## src/rtl/axi_dac_jesd204_up_arb_pkg.sv

```systemverilog
// Shared types and constants for the JESD204 DAC up_* bus arbiter.
// Holds FSM state encodings, request-type encoding and the round-robin pick.
package axi_dac_jesd204_up_arb_pkg;

    localparam int ADDR_W = 14;
    localparam int DATA_W = 32;
    localparam int CNT_W  = 16;

    localparam logic [DATA_W-1:0] DEFAULT_TIMEOUT_RDATA = 32'hDEAD_DEAD;

    typedef enum logic [1:0] {
        ST_IDLE  = 2'd0,
        ST_ISSUE = 2'd1,
        ST_WAIT  = 2'd2
    } arb_state_t;

    typedef enum logic {
        REQ_WRITE = 1'b0,
        REQ_READ  = 1'b1
    } req_type_t;

    // With both requesters pending, the one not granted last wins.
    function automatic logic rr_pick(input logic pend0, input logic pend1,
                                     input logic last_grant);
        if (pend0 && pend1) begin
            return ~last_grant;
        end
        return pend1;
    endfunction

endpackage

```

## src/rtl/axi_dac_jesd204_up_req_slot.sv

```systemverilog
// One pending request slot: valid bit plus latched payload (address, and data
// for write slots). A request into an occupied slot is flagged as dropped.
module axi_dac_jesd204_up_req_slot #(
    parameter int PAYLOAD_W = 14
) (
    input  logic                 up_clk,
    input  logic                 up_rstn,
    input  logic                 req,
    input  logic [PAYLOAD_W-1:0] payload_in,
    input  logic                 clr,
    output logic                 valid,
    output logic [PAYLOAD_W-1:0] payload,
    output logic                 drop
);

    // A slot being cleared this cycle counts as free, so a back-to-back
    // request issued in the ack cycle is accepted rather than dropped.
    assign drop = req && valid && !clr;

    always_ff @(posedge up_clk or negedge up_rstn) begin
        if (!up_rstn) begin
            valid   <= 1'b0;
            payload <= '0;
        end else if (req && (!valid || clr)) begin
            valid   <= 1'b1;
            payload <= payload_in;
        end else if (clr) begin
            valid   <= 1'b0;
        end
    end

endmodule

```

## src/rtl/axi_dac_jesd204_up_arb.sv

```systemverilog
// Two-requester arbiter for the JESD204 DAC up_* register bus: serializes
// single-beat reads/writes downstream, routes acks back, aborts on timeout.
module axi_dac_jesd204_up_arb
    import axi_dac_jesd204_up_arb_pkg::*;
#(
    parameter int          TIMEOUT_CYCLES = 255,
    parameter logic [31:0] TIMEOUT_RDATA  = DEFAULT_TIMEOUT_RDATA
) (
    input  logic        up_clk,
    input  logic        up_rstn,

    input  logic        s0_up_wreq,
    input  logic [13:0] s0_up_waddr,
    input  logic [31:0] s0_up_wdata,
    output logic        s0_up_wack,
    input  logic        s0_up_rreq,
    input  logic [13:0] s0_up_raddr,
    output logic [31:0] s0_up_rdata,
    output logic        s0_up_rack,

    input  logic        s1_up_wreq,
    input  logic [13:0] s1_up_waddr,
    input  logic [31:0] s1_up_wdata,
    output logic        s1_up_wack,
    input  logic        s1_up_rreq,
    input  logic [13:0] s1_up_raddr,
    output logic [31:0] s1_up_rdata,
    output logic        s1_up_rack,

    output logic        m_up_wreq,
    output logic [13:0] m_up_waddr,
    output logic [31:0] m_up_wdata,
    input  logic        m_up_wack,
    output logic        m_up_rreq,
    output logic [13:0] m_up_raddr,
    input  logic [31:0] m_up_rdata,
    input  logic        m_up_rack,

    output logic [1:0]  up_drop,
    output logic        up_timeout,
    input  logic        up_timeout_clr
);

    localparam int WPL_W = ADDR_W + DATA_W;
    // The counter is compared one short of TIMEOUT_CYCLES-1 so that the
    // registered abort ack lands exactly TIMEOUT_CYCLES after the issue cycle.
    localparam logic [CNT_W-1:0] TO_LAST = CNT_W'(TIMEOUT_CYCLES - 2);

    logic [1:0]        w_req, r_req, w_valid, r_valid, w_drop, r_drop, w_clr, r_clr;
    logic [WPL_W-1:0]  w_in [2];
    logic [WPL_W-1:0]  w_pl [2];
    logic [ADDR_W-1:0] r_in [2];
    logic [ADDR_W-1:0] r_pl [2];

    arb_state_t        state;
    req_type_t         grant_type;
    logic              grant_id;
    logic              rr_last;
    logic [CNT_W-1:0]  wait_cnt;

    logic [1:0]        pend;
    logic              sel_id, sel_write, ack_hit, to_hit, done;

    assign w_req   = {s1_up_wreq, s0_up_wreq};
    assign r_req   = {s1_up_rreq, s0_up_rreq};
    assign w_in[0] = {s0_up_waddr, s0_up_wdata};
    assign w_in[1] = {s1_up_waddr, s1_up_wdata};
    assign r_in[0] = s0_up_raddr;
    assign r_in[1] = s1_up_raddr;

    for (genvar i = 0; i < 2; i++) begin : g_slot
        axi_dac_jesd204_up_req_slot #(.PAYLOAD_W(WPL_W)) u_wslot (
            .up_clk     (up_clk),
            .up_rstn    (up_rstn),
            .req        (w_req[i]),
            .payload_in (w_in[i]),
            .clr        (w_clr[i]),
            .valid      (w_valid[i]),
            .payload    (w_pl[i]),
            .drop       (w_drop[i])
        );

        axi_dac_jesd204_up_req_slot #(.PAYLOAD_W(ADDR_W)) u_rslot (
            .up_clk     (up_clk),
            .up_rstn    (up_rstn),
            .req        (r_req[i]),
            .payload_in (r_in[i]),
            .clr        (r_clr[i]),
            .valid      (r_valid[i]),
            .payload    (r_pl[i]),
            .drop       (r_drop[i])
        );
    end

    // Only the ack of the issued type is honoured; an ack beats a same-cycle timeout.
    always_comb begin
        pend      = w_valid | r_valid;
        sel_id    = rr_pick(pend[0], pend[1], rr_last);
        sel_write = w_valid[sel_id];
        ack_hit   = 1'b0;
        if (state == ST_WAIT) begin
            ack_hit = (grant_type == REQ_WRITE) ? m_up_wack : m_up_rack;
        end
        to_hit = (state == ST_WAIT) && !ack_hit && (wait_cnt == TO_LAST);
        done   = ack_hit || to_hit;
        w_clr  = '0;
        r_clr  = '0;
        if (done) begin
            if (grant_type == REQ_WRITE) begin
                w_clr[grant_id] = 1'b1;
            end else begin
                r_clr[grant_id] = 1'b1;
            end
        end
    end

    always_ff @(posedge up_clk or negedge up_rstn) begin
        if (!up_rstn) begin
            state       <= ST_IDLE;
            grant_type  <= REQ_WRITE;
            grant_id    <= 1'b0;
            rr_last     <= 1'b1;
            wait_cnt    <= '0;
            m_up_wreq   <= 1'b0;
            m_up_rreq   <= 1'b0;
            m_up_waddr  <= '0;
            m_up_wdata  <= '0;
            m_up_raddr  <= '0;
            s0_up_wack  <= 1'b0;
            s0_up_rack  <= 1'b0;
            s0_up_rdata <= '0;
            s1_up_wack  <= 1'b0;
            s1_up_rack  <= 1'b0;
            s1_up_rdata <= '0;
            up_drop     <= '0;
            up_timeout  <= 1'b0;
        end else begin
            m_up_wreq   <= 1'b0;
            m_up_rreq   <= 1'b0;
            s0_up_wack  <= 1'b0;
            s0_up_rack  <= 1'b0;
            s0_up_rdata <= '0;
            s1_up_wack  <= 1'b0;
            s1_up_rack  <= 1'b0;
            s1_up_rdata <= '0;
            up_drop     <= w_drop | r_drop;

            case (state)
                ST_IDLE: begin
                    if (pend != 2'b00) begin
                        grant_id <= sel_id;
                        rr_last  <= sel_id;
                        state    <= ST_ISSUE;
                        if (sel_write) begin
                            grant_type <= REQ_WRITE;
                            m_up_wreq  <= 1'b1;
                            m_up_waddr <= w_pl[sel_id][WPL_W-1:DATA_W];
                            m_up_wdata <= w_pl[sel_id][DATA_W-1:0];
                        end else begin
                            grant_type <= REQ_READ;
                            m_up_rreq  <= 1'b1;
                            m_up_raddr <= r_pl[sel_id];
                        end
                    end
                end
                ST_ISSUE: begin
                    wait_cnt <= '0;
                    state    <= ST_WAIT;
                end
                ST_WAIT: begin
                    if (done) begin
                        wait_cnt <= '0;
                        state    <= ST_IDLE;
                        if (grant_type == REQ_WRITE) begin
                            s0_up_wack <= !grant_id;
                            s1_up_wack <= grant_id;
                        end else if (!grant_id) begin
                            s0_up_rack  <= 1'b1;
                            s0_up_rdata <= ack_hit ? m_up_rdata : TIMEOUT_RDATA;
                        end else begin
                            s1_up_rack  <= 1'b1;
                            s1_up_rdata <= ack_hit ? m_up_rdata : TIMEOUT_RDATA;
                        end
                    end else begin
                        wait_cnt <= wait_cnt + CNT_W'(1);
                    end
                end
                default: state <= ST_IDLE;
            endcase

            if (to_hit) begin
                up_timeout <= 1'b1;
            end else if (up_timeout_clr) begin
                up_timeout <= 1'b0;
            end
        end
    end

endmodule

```

## config.mk

```make
export PLATFORM = sky130hd
export DESIGN_NAME = axi_dac_jesd204_up_arb
export DESIGN_NICKNAME = d
export VERILOG_FILES = /design/src/rtl/axi_dac_jesd204_up_arb_pkg.sv /design/src/rtl/axi_dac_jesd204_up_req_slot.sv /design/src/rtl/axi_dac_jesd204_up_arb.sv
export SDC_FILE = /design/constraint.sdc
export NUM_CORES = 1
export LEC_CHECK = 0
export ABC_AREA = 1
export BUFFER_PORTS_ARGS = -buffer_cell sky130_fd_sc_hd__buf_2
export CAP_MARGIN = 20
export CORE_AREA = 2 2 144 146
export CTS_BUF_LIST = sky130_fd_sc_hd__clkbuf_8
export DETAILED_ROUTE_END_ITERATION = 12
export DIE_AREA = 0 0 146 148
export PLACE_DENSITY = 0.86
export SYNTH_ARGS = -nofsm -noshare
export SYNTH_HDL_FRONTEND = slang
export SYNTH_SLANG_ARGS = --single-unit
export TNS_END_PERCENT = 10
```

## constraint.sdc

```tcl
create_clock -name up_clk -period 2.8 [get_ports up_clk]
set_input_delay 0.28 -clock up_clk [delete_from_list [all_inputs] [get_ports up_clk]]
set_output_delay 0.28 -clock up_clk [all_outputs]
set_load 0.005 [all_outputs]
```

==> results.md, run 1 <==
- Synth Warn #: 0
- Post-layout worst setup margin: 362.1 ps
- Worst skew pair latency: 550 ps
- Fin cells: 1931
- Reg2reg path depth: 11
- Most used cell along the critical path: nand2_4
- Maxcap violations: 0
- Drt total wl: 37310 µm
- Die footprint: 21610 µm²
- Syn-to-layout area delta: 31.69%
- Clock slew at reported path FFs: 70 ps
- Die X: 146 µm
- CP Capture Type: flip-flop
- Met3 Routed Length: 3070 µm
- Pin count of the biggest net entering global routing: 84
- Layout cells sized above 1: 28.83%
- Drt drc: 0
- IO Count: 294
- Total global routing overflow: 0
- Reg-to-reg setup timing slack: 360 ps
- Tightest Pin Transition: 791.4 ps
- H-tree levels: 2
- Achievable frequency: 410.2 MHz
- TritonCTS clock tree: yes
- IR drop worst, VDD: 0.0005363 V
- Met2 wire length: 18330 µm
- Worst setup path class: flip-flop to flip-flop
- Nets: 1791
- Met1 wire length: 13530 µm
- Syn_nets: 1376
- First-pass GRT wire length: 58350 µm
- Clk_skew: 35.35 ps
- CTS Sinks: 278
- Hpwl dp: 20550 µm
- Number of CTS-inserted buffers: 43
- Iter 0 DRT Violations: 954
- Unrepaired setup endpoints after global routing: no
- PwrDens: 957.0 nW/µm²
- Final setup fails: 0
- Remaining antenna violation count after routing: 0
- Root Buffer Master: clkbuf_8
- Crit-path max cell delay: 400 ps
- Via count: 10.75k
- Min-delay src: m_up_rdata[23]
- Vias per cell: 5.567
- Port Buffers: 293
- Total negative setup slack: 0 ps
- Sequential-to-total area share from yosys stat: 60.06%
- Max-slew violations: 0
- Mapped Cells: 1210
- Reg-to-Reg Start: state[0]$_DFFE_PN0P_
- Top layer in use: met5
- Per-cell routed wire length: 19.32 µm
- Hold Fails Final Rpt: 0
- Initial antenna violation count: 3
- Crit path DAT: 2820 ps
- Most common cell after layout, fill and taps aside: nand2_1
- Critical Path Start Type: flip-flop
- CP Cell Sequence: inv_1 > ha_1 > inv_1 > nor2_2 > nand3_2 > nand2_4 > nand2_4 > nand2_4 > nand2_4 > nand2_1 > nand2_1
- Crit path from: state[0]$_DFFE_PN0P_
- Cell variety after synth: 31
- Tcrit/Tclk final: 87.07%
- Setup WS pre-CTS: 506.7 ps
- Critical Path RT: 3180 ps
- CP Max Fanout: 46
- RePlAce Congestion: 0.8904
- Number of synthesized register bits: 278
- Hold Path Cell Cnt: 3
- Most frequent cells in the layout: 344 x nand2_1, 292 x buf_2, 277 x dfrtp_1
- Placed cells: 1718
- Crit path time final: 2438 ps
- DR pass1 iterations: 8
- Core Region: 20040 µm²
- CTS Buffer Depth: 3
- Die H: 148 µm
- Status: finished, final reports clean
- Synthesized area per cell: 9.574 µm²
- Vias in the first global route: 10.96k
- Synthesized cell area: 11580 µm²
- Initial Util: 57.81%
- Num rows: 52
- Global Route Usage Sum: 34.61%
- CP max stage cell: dfrtp_1
- Pleak: 8.316 nW
- Count of cells resized by post-cts repair: 0
- Worst min path class: input pin to flip-flop
- Slew Limit Headroom: 47.18%
[kinds of logic after synthesis]
logic type | after synthesis | synth area share, %
flops | 278 | 60.06
buf+inv | 105 | 5.238
simple gates | 678 | 26.58
xor+xnor | 10 | 0.7561
fa+ha+maj | 5 | 0.5400
compound gates | 134 | 6.826
[stage by stage]
step / hold slack [ps] / power [W] / util [%] / instance area (µm²)
after floorplan: -15.59 / 0.009161 / - / 11580
after global placement: 222.9 / 0.01058 / 65.28 / 13080
after detailed placement: 228.0 / 0.01080 / 65.28 / 13080
after CTS: 1.817 / 0.01425 / 75.99 / 15230
after global routing: 0.1306 / 0.01550 / 76.11 / 15250
final: 17.56 / 0.01460 / 76.13 / 15260
[per-layer routing]
layer / vias up / global-route usage [%]
met5: - / 0
met4: 2 / 18.98
met3: 195 / 7.623
met2: 697 / 58.96
met1: 5108 / 41.26
li1: 4747 / -
[cells in the mapped netlist (all sizes together)]
library cell	instances	share of area, %
o21ai	85	3.7
dfrtp	277	60
nor2	122	4.0
or2	60	3.2
a41oi	1	0.076
xnor2	2	0.15
xor2	8	0.60
dfstp	1	0.23
nand4	3	0.16
buf	39	3.1
nor3	4	0.17
nand2	362	13
a21oi	1	0.043
o211ai	46	3.0
inv	29	0.94
clkbuf	35	1.1
nand3	127	6.4
o22ai	1	0.054
clkinv	2	0.065
ha	5	0.54
[what timing repair did]
| item | 4_1_cts | 5_1_grt |
|---|---|---|
| hold buffers | 130 | 2 |
| hold endpoints to repair | 194 | 2 |
| setup buffers | 0 | 0 |
[critical path, delay by kind of cell (launching register included)]
kind	cells	cell delay, ps
buffers and inverters	2	160
adder cells (fa/ha/maj)	1	220
AND/OR/NAND/NOR	8	1460
flip-flops	1	400
[where the power goes]
part	leakage (nW)	switching [W]	internal, W	total [W]
Clock	0.505	0.00159	0.00175	0.00335
Sequential	3.58	0.000838	0.00538	0.00622
Combinational	4.23	0.00317	0.00186	0.00503
Total	8.32	0.00560	0.00900	0.0146
[final cells by class]
class / count / area (µm²)
well taps: 270 / 337.8
clock buffers: 51 / 701.9
repair buffers: 444 / 2965
inverters: 31 / 116.4
clock inverters: 27 / 143.9
multi-input cells: 827 / 4025
fillers: 1282 / 4783
flip-flops and latches: 278 / 6958
diodes: 3 / 7.507
[final timing paths]
check,to
setup / recovery,g_slot[0].u_wslot.payload[29]$_DFFE_PN0P_
hold / removal,s1_up_rdata[23]$_DFF_PN0_
setup reg to reg,g_slot[0].u_wslot.payload[29]$_DFFE_PN0P_
hold reg to reg,g_slot[0].u_rslot.payload[8]$_DFFE_PN0P_
max in group asynchronous,s0_up_rdata[7]$_DFF_PN0_
min in group asynchronous,g_slot[1].u_wslot.payload[28]$_DFFE_PN0P_
[registers in the layout, summed over array words and instances (netlist names), 2 cells and up]
register and flops:
g_slot.u_wslot.payload 92, m_up_wdata 32, s0_up_rdata 32, s1_up_rdata 32, g_slot.u_rslot.payload 28, wait_cnt 16
m_up_raddr 14, m_up_waddr 14, g_slot.u_rslot.valid 2, g_slot.u_wslot.valid 2, state 2, up_drop 2
Power figures use the tool's default switching activity.
==> run 2, diff against run 1 <==
--- a/config.mk
+++ b/config.mk
@@ -12,7 +12,7 @@
 export CTS_BUF_LIST = sky130_fd_sc_hd__clkbuf_8
 export DETAILED_ROUTE_END_ITERATION = 12
 export DIE_AREA = 0 0 146 148
-export PLACE_DENSITY = 0.86
+export PLACE_DENSITY = 0.91
 export SYNTH_ARGS = -nofsm -noshare
 export SYNTH_HDL_FRONTEND = slang
 export SYNTH_SLANG_ARGS = --single-unit
==> run 2 against run 1 <==
Count of clock-buffer cells in the layout is 4 higher; critical endpoint is now g_slot[0].u_wslot.payload[33]$_DFFE_PN0P_; hold slack worse by 14 ps; sequential cell count stayed put; first-iteration DRC count is 9.3% higher; setup slack worse by 26 ps; sequential share of layout area is 0.52 points higher; largest cell class unchanged; via count stayed put.
==> results.md, run 2 (synthesized netlist as in run 1, its figures left out) <==
- CP Capture Type: flip-flop
- Iter 0 DRT Violations: 1043
- Total negative setup slack: 0 ps
- Tcrit/Tclk final: 88.00%
- Die H: 148 µm
- Unrepaired setup endpoints after global routing: no
- Post-layout worst setup margin: 335.9 ps
- IO Count: 294
- Pin count of the biggest net entering global routing: 77
- Most used cell along the critical path: nand2_4
- Crit path DAT: 2890 ps
- Layout cells sized above 1: 29.10%
- WP buf/inv: 2
- Port Buffers: 293
- CP max stage cell: dfrtp_1
- Crit path time final: 2464 ps
- Reg2reg path depth: 11
- Pleak: 8.246 nW
- Clock slew at reported path FFs: 70 ps
- Vias per cell: 5.628
- TritonCTS clock tree: yes
- First-pass GRT wire length: 57500 µm
- Worst setup path class: flip-flop to flip-flop
- Hpwl dp: 20780 µm
- Nets: 1773
- End of the worst register-to-register path: g_slot[0].u_wslot.payload[33]$_DFFE_PN0P_
- RePlAce Congestion: 0.8709
- Final setup fails: 0
- Via count: 10.75k
- Count of cells resized by post-cts repair: 0
- Hold Path Cell Cnt: 3
- Root Buffer Master: clkbuf_8
- Critical Path Start Type: flip-flop
- Reg-to-reg setup timing slack: 340 ps
- IR drop worst, VDD: 0.0005575 V
- CTS Sinks: 278
- Maxcap violations: 0
- Drt total wl: 36670 µm
- Setup WS pre-CTS: 504.1 ps
- Number of CTS-inserted buffers: 44
- Largest register FFs: 92
- Min-delay src: s0_up_wdata[25]
- Initial Util: 57.81%
- Max-slew violations: 0
- Multi-input logic area: 4025 µm²
- Clk_skew: 45.61 ps
- Remaining antenna violation count after routing: 0
- CP delay by family, top: simple AND/OR/NAND/NOR gates
- Drt drc: 0
- DR pass1 iterations: 8
- CP Max Fanout: 46
- Biggest register: g_slot.u_wslot.payload
- Num rows: 52
- Critical Path RT: 3220 ps
- Die X: 146 µm
- CP Cell Sequence: inv_1 > ha_1 > inv_1 > nor2_2 > nand3_2 > nand2_4 > nand2_4 > nand2_4 > nand2_4 > nand2_1 > nand2_1
- Hold Fails Final Rpt: 0
- Post-CTS Setup Bufs: 0
- Initial antenna violation count: 1
- Worst skew pair latency: 560 ps
- Core Region: 20040 µm²
- Most frequent cells in the layout: 344 x nand2_1, 292 x buf_2, 277 x dfrtp_1
- CTS Buffer Depth: 3
- Crit-path max cell delay: 400 ps
- Per-cell routed wire length: 19.20 µm
- Reg-to-Reg Start: state[0]$_DFFE_PN0P_
- Util after Layout: 75.27%
- Seq. cell area: 6958 µm²
- Tightest Pin Transition: 737.5 ps
- Crit path from: state[0]$_DFFE_PN0P_
- Fillers: 1298
- Achievable frequency: 405.8 MHz
- Worst Hold Endpoint: g_slot[0].u_wslot.payload[25]$_DFFE_PN0P_
- Total global routing overflow: 0
- Syn-to-layout area delta: 30.20%
- Hold Slack: 3.627 ps
- Global Route Usage Sum: 33.90%
- Most common cell after layout, fill and taps aside: nand2_1
- Slew Limit Headroom: 50.78%
- H-tree levels: 2
- PwrDens: 967.8 nW/µm²
- Vias in the first global route: 10.80k
- Post-CTS Hold Buffers: 113
- Die footprint: 21610 µm²
- Worst min path class: input pin to flip-flop
- Status: finished, final reports clean
[run 2: cell count changes in the layout (fill, tap and decap cells not counted)]
cell and delta:
clkinv_2 -2, diode_2 -2, buf_4 -2, dlygate4sd3_1 -18, bufinv_16 -1, clkinvlp_4 -1
clkbuf_8 +4, buf_12 +1
[run 2: worst reg2reg max path, cell delays in order (launching register included)]
cell and delay [ps]:
dfrtp_1 400, inv_1 90, ha_1 240, inv_1 80, nor2_2 120, nand3_2 130
nand2_4 150, nand2_4 70, nand2_4 290, nand2_4 390, nand2_1 260, nand2_1 120
[run 2: metrics by stage]
step / instance area (µm²) / instances / total power [W]
final: 15080 / 1910 / 0.01460
after global placement: 13090 / 1717 / 0.01056
after floorplan: 11580 / 1210 / 0.009161
after CTS: 15070 / 1908 / 0.01429
after detailed placement: 13090 / 1717 / 0.01082
after global routing: 15080 / 1910 / 0.01543
[run 2: report_power, final]
group	switching, W	total, W	internal (W)
Clock	0.00161	0.00337	0.00177
Sequential	0.000822	0.00620	0.00538
Combinational	0.00318	0.00502	0.00184
[run 2: final cells by class]
cell class | count | area share (%)
Multi-Input combinational cell | 827 | 26.69
Clock buffer | 55 | 5.019
Clock inverter | 23 | 0.6387
Timing Repair Buffer | 425 | 18.50
Inverter | 31 | 0.7715
Antenna cell | 1 | 0.01659
Sequential cell | 278 | 46.13
Tap cell | 270 | 2.240
[run 2: worst max-delay path by stage]
stage | endpoint | depth (start not counted)
final | g_slot[0].u_wslot.payload[33]$_DFFE_PN0P_ | 11
after floorplan | wait_cnt[13]$_DFFE_PN0P_ | 8
after CTS | g_slot[0].u_wslot.payload[33]$_DFFE_PN0P_ | 11
after detailed placement | g_slot[0].u_wslot.payload[7]$_DFFE_PN0P_ | 11
after global placement | g_slot[0].u_wslot.payload[30]$_DFFE_PN0P_ | 11
after global routing | g_slot[0].u_wslot.payload[34]$_DFFE_PN0P_ | 11
[run 2: layer usage]
layer,vias up,global-route usage (%),wire length [µm]
li1,4716,-,-
met1,5078,41.67,13300
met2,748,56.56,17760
met3,207,7.006,3229
met4,0,18.93,2384
met5,-,0,0
